<file path="src/rtl/uart_rx_fifo.sv">
// uart_rx_fifo: receive buffer between UartRx and the host, with a FWFT read side.
// Ports: clock_i/reset_i (sync, active-high); rx_data_i/rx_ready_i/rx_ack_o to UartRx;
//        read_i/data_o/empty_o/full_o/count_o to the host; overflow_o/overflow_clear_i.
// Optional macro UART_RX_FIFO_DROP_ON_FULL_EN: drop and flag bytes that arrive while full.
module uart_rx_fifo #(
    parameter int DATA_WIDTH = 8,
    parameter int ADDR_WIDTH = 4
) (
    input  logic                  clock_i,
    input  logic                  reset_i,
    input  logic [DATA_WIDTH-1:0] rx_data_i,
    input  logic                  rx_ready_i,
    output logic                  rx_ack_o,
    input  logic                  read_i,
    output logic [DATA_WIDTH-1:0] data_o,
    output logic                  empty_o,
    output logic                  full_o,
    output logic [ADDR_WIDTH:0]   count_o,
    output logic                  overflow_o,
    input  logic                  overflow_clear_i
);

    localparam int DEPTH = 1 << ADDR_WIDTH;
    localparam logic [ADDR_WIDTH:0] FULL_COUNT = {1'b1, {ADDR_WIDTH{1'b0}}};

    typedef enum logic [1:0] {
        IDLE     = 2'd0,
        ACK      = 2'd1,
        WAIT_LOW = 2'd2
    } state_t;

    state_t state_q, state_d;

    logic [DATA_WIDTH-1:0] mem [DEPTH];
    logic [ADDR_WIDTH-1:0] wr_ptr_q;
    logic [ADDR_WIDTH-1:0] rd_ptr_q;
    logic [ADDR_WIDTH:0]   count_q;
    logic                  wr_en;
    logic                  rd_en;
    logic                  take;
`ifdef UART_RX_FIFO_DROP_ON_FULL_EN
    logic                  drop;
    logic                  overflow_q;
`else
    logic                  unused_overflow_clear;
`endif

    assign count_o = count_q;
    assign empty_o = (count_q == '0);
    assign full_o  = (count_q == FULL_COUNT);
    assign data_o  = mem[rd_ptr_q];
    assign rd_en   = read_i && !empty_o && !reset_i;

    // A pending byte is taken (acked) when there is room, or always when
    // dropping on full is enabled.
`ifdef UART_RX_FIFO_DROP_ON_FULL_EN
    assign take = rx_ready_i;
`else
    assign take = rx_ready_i && !full_o;
`endif

    always_ff @(posedge clock_i) begin
        if (reset_i) begin
            state_q <= IDLE;
        end else begin
            state_q <= state_d;
        end
    end

    always_comb begin
        state_d = state_q;
        unique case (state_q)
            IDLE:     if (take) state_d = ACK;
            ACK:      state_d = WAIT_LOW;
            WAIT_LOW: if (!rx_ready_i) state_d = IDLE;
            default:  state_d = IDLE;
        endcase
    end

    always_comb begin
        rx_ack_o = (state_q == ACK);
        wr_en    = (state_q == IDLE) && rx_ready_i && !full_o && !reset_i;
    end

    always_ff @(posedge clock_i) begin
        if (wr_en) begin
            mem[wr_ptr_q] <= rx_data_i;
        end
    end

    always_ff @(posedge clock_i) begin
        if (reset_i) begin
            wr_ptr_q <= '0;
            rd_ptr_q <= '0;
            count_q  <= '0;
        end else begin
            if (wr_en) wr_ptr_q <= wr_ptr_q + ADDR_WIDTH'(1);
            if (rd_en) rd_ptr_q <= rd_ptr_q + ADDR_WIDTH'(1);
            unique case ({wr_en, rd_en})
                2'b10:   count_q <= count_q + (ADDR_WIDTH+1)'(1);
                2'b01:   count_q <= count_q - (ADDR_WIDTH+1)'(1);
                default: count_q <= count_q;
            endcase
        end
    end

`ifdef UART_RX_FIFO_DROP_ON_FULL_EN
    assign drop = (state_q == IDLE) && rx_ready_i && full_o;

    // A drop in the same cycle as a clear keeps the flag set.
    always_ff @(posedge clock_i) begin
        if (reset_i) begin
            overflow_q <= 1'b0;
        end else if (drop) begin
            overflow_q <= 1'b1;
        end else if (overflow_clear_i) begin
            overflow_q <= 1'b0;
        end
    end

    assign overflow_o = overflow_q;
`else
    assign overflow_o = 1'b0;
    assign unused_overflow_clear = overflow_clear_i;
`endif

endmodule

</file>
<file path="config.mk">
export PLATFORM = sky130hd
export DESIGN_NAME = uart_rx_fifo
export DESIGN_NICKNAME = d
export VERILOG_FILES = /design/src/rtl/uart_rx_fifo.sv
export SDC_FILE = /design/constraint.sdc
export NUM_CORES = 1
export LEC_CHECK = 0
export ABC_AREA = 1
export BUFFER_PORTS_ARGS = -buffer_cell sky130_fd_sc_hd__buf_2
export CORE_AREA = 2 2 161 163
export CTS_BUF_LIST = sky130_fd_sc_hd__clkbuf_8 sky130_fd_sc_hd__clkbuf_16
export CTS_CLUSTER_SIZE = 40
export DETAILED_ROUTE_END_ITERATION = 7
export DIE_AREA = 0 0 163 165
export GPL_TIMING_DRIVEN = 0
export PLACE_DENSITY = 0.49
export REMOVE_ABC_BUFFERS = 1
export SYNTH_ARGS = -nofsm -noshare
export SYNTH_HDL_FRONTEND = slang
export SYNTH_SLANG_ARGS = --single-unit
</file>
<file path="constraint.sdc">
create_clock -name clock_i -period 4.2 [get_ports clock_i]
set_clock_uncertainty 0.05 [all_clocks]
set_input_delay 0.84 -clock clock_i [delete_from_list [all_inputs] [get_ports clock_i]]
set_output_delay 0.84 -clock clock_i [all_outputs]
set_load 0.01 [all_outputs]
</file>
==> qor.csv <==
metric,value,unit
slowest_stage,dfxtp_2,
finalWirelength,13300,µm
synthCells,492,
ys_ff_latch,147,
root_buffer,clkbuf_16,
worst-setup-path-type,flop to output pin,
fin_crit_sh,91.3,%
multiInputGateArea,0.00160,mm²
hold_class,flop to flop,
clk_latency,0.42,ns
cp-end-kind,output pin,
cp-endpoint,data_o[3],
antenna_found_initial,0,
drc,0,
synthesis.area,0.00619,mm²
numCtsBuffers,17,
num-fill-cells,2567,
cts_tree,yes,
port_buffers,27,
synth_ff_type,edfxtp_1,
power_density,531,mW/mm²
fin_setup_tns,0,ns
grt_pass1_vias,3866,
final_antenna_net_count,0,
dr.pass1.iters,4,
clock_path_buffers,2,
synth_edf_count,128,
cts_hold_buf,0,
hold_viol,0,
max_slew_margin,27.2,%
globalRouteOverflowTotal,0,
clk_pin_slew,0.06,ns
area_delta_synth_final,16.9,%
maxSlewViolCount,0,
viasPerCell,4.34,
vias,3717,
final_layout_size_suffix_gt1_share,13.7,%
r2r_end,count_o[4]$_SDFFE_PP0P_,
worstRegToRegCells,15,
diodes,0,
seq_area,0.00423,mm²
async_reset_ff_share,0,%
yosysWarnings,0,
fp-row-count,58,
start_util,24.7,%
ir_worst_vdd,0.000328,V
rsz0062_at_grt,no,
gp_congestion,0.765,
max_stage_delay,0.85,ns
grt_first_pass_wirelength,20900,µm
pin_count,30,
cts.sinks,147,
rrSetupSlack,2.02,ns
crit_buf_inv,2,
path_depth,5,
r2r_start,count_o[1]$_SDFFE_PP0P_,
worst_slew_pin_slew,1.09,ns
layout.nets,534,
synth-seq-area-share,68.3,%
cp_data_arrival_time,2.94,ns
die_h,165,µm
cp_common_cell,o211ai_1,
cp_cell_sequence,inv_1 -> o211ai_1 -> o211ai_1 -> nand2_1 -> buf_2,
yosysUniqueCellTypes,35,
grt_usage,10.5,%
grt_start_max_net_pins,69,
crit_required,3.31,ns
setup_viol,0,
avgRoutedWirePerCell,15.5,µm
place_hpwl,8480,µm
htreeDepth,4,
p_leak,2.51,nW
crit_path_start_kind,flop,
cpLargestDelayFamily,buffers and inverters,
design.core.area,0.0250,mm²
die_x,163,µm
cp_max_fo,33,
dieArea,0.0269,mm²
timing.fmax,0.261,GHz
avgSynthCellArea,12.6,µm²
cap_viol_max_count,0,
final_util,28.9,%
drt_iter0_drc,368,
period_minus_slack,3.83,ns
outcome,"finished, final reports clean",
cts_setup_buffers,0,
[layout make-up]
class                           count  share of cell area (%)
Sequential cell                   147                    58.5
Tap cell                          330                    5.71
Clock inverter                     15                    2.39
Clock buffer                       17                    5.88
Inverter                           58                    3.11
Timing Repair Buffer               28                    2.25
Multi-Input combinational cell    262                    22.2
[cells in the final DEF, fill, tap and decap left out, drive strengths merged]
cell type,Yosys,final
edfxtp,128,128
ha,7,7
conb,1,1
a21oi,38,38
o21a,1,1
nor2,39,39
xor2,4,4
clkbuf,11,17
nand4,1,1
xnor2,2,2
inv,57,59
nand2,35,35
o211ai,32,32
buf,14,28
clkinvlp,0,2
clkinv,1,8
nand3,23,23
mux2i,32,32
dfxtp,19,19
bufinv,0,4
o21ai,45,45
nor3,2,2
[flip-flops by register name, indices dropped and copies added (netlist names), named ones only]
| signal | cells |
|---|---|
| wr_ptr_q | 4 |
| rd_ptr_q | 4 |
| mem | 128 |
| count_o | 5 |
| state_q | 2 |
[worst min-delay path by stage]
stage / start / end / slack (ns) / depth (start not counted)
finish: rd_ptr_q[2]$_SDFFE_PP0P_ / rd_ptr_q[2]$_SDFFE_PP0P_ / 0.44 / 2
CTS: rd_ptr_q[2]$_SDFFE_PP0P_ / rd_ptr_q[2]$_SDFFE_PP0P_ / 0.44 / 2
global placement: rd_ptr_q[2]$_SDFFE_PP0P_ / rd_ptr_q[2]$_SDFFE_PP0P_ / 0.42 / 2
floorplan: rd_ptr_q[2]$_SDFFE_PP0P_ / flop / 0.41 / 2
detailed placement: rd_ptr_q[2]$_SDFFE_PP0P_ / rd_ptr_q[2]$_SDFFE_PP0P_ / 0.43 / 2
global route: rd_ptr_q[3]$_SDFFE_PP0P_ / flop / 0.49 / 2
[worst reg2reg max path: cells and delay by family (launching register included)]
| kind | cells | cell delay [ns] |
|---|---|---|
| flops | 1 | 0.37 |
| buf+inv | 3 | 0.19 |
| xor+xnor | 1 | 0.19 |
| simple gates | 9 | 0.82 |
| fa+ha+maj | 2 | 0.48 |
[where the power goes]
part	switching, mW	total [mW]	leakage [nW]	internal, mW
registers	0.0814	1.71	1.31	1.63
clock network	0.555	1.53	0.295	0.976
logic	0.358	0.595	0.911	0.236
[metal layers]
layer / track usage, % / vias to the layer above / share of wire [%]
met2: 18.4 / 75 / 52
met5: 0 / - / 0
met3: 2.34 / 15 / 3.6
li1: - / 1800 / -
met1: 12.4 / 1827 / 43
met4: 4.63 / 0 / 1.9
[synth_stat cells, types with 4 or more instances]
cell      instances  share of area [%]
ha_1              7                1.4
o211ai_1         32                3.9
nor2_1           34                2.1
edfxtp_1        128                 62
mux2i_1          32                5.2
nand3_1          21                1.7
a21oi_1          38                3.1
nand2_1          30                1.8
xor2_1            4               0.57
buf_2             6               0.49
inv_1            54                3.3
o21ai_0          43                3.5
dfxtp_1          19                6.1
clkbuf_1         10               0.61
[cell families after synthesis]
family | count (synthesis) | share of synthesized area [%]
buffers and inverters | 83 | 5.78
and+or+nand+nor | 100 | 7.65
other | 1 | 0.0606
DFF | 147 | 68.3
xor gates and xnor gates | 6 | 0.850
muxes | 32 | 5.18
AOI/OAI and AO/OA | 116 | 10.8
adders and majority gates | 7 | 1.42
[repair_timing]
item	4_1_cts	5_1_grt
resized for setup	1	0
endpoints found under the setup margin	8	0
hold endpoints to repair	0	0
[stage by stage]
stage / setup WS (ns) / area [µm²] / instances / hold slack (ns) / power, mW
floorplan: 0.465 / 6050 / 467 / 0.407 / 2.14
global placement: -0.834 / 6600 / 824 / 0.418 / 2.34
detailed placement: -0.0409 / 6630 / 825 / 0.434 / 2.35
CTS: 0.254 / 7230 / 857 / 0.444 / 3.88
global route: 0.0999 / 7230 / 857 / 0.495 / 4.02
finish: 0.367 / 7230 / 857 / 0.444 / 3.84
Note: power is estimated with default switching activity, not from simulation.
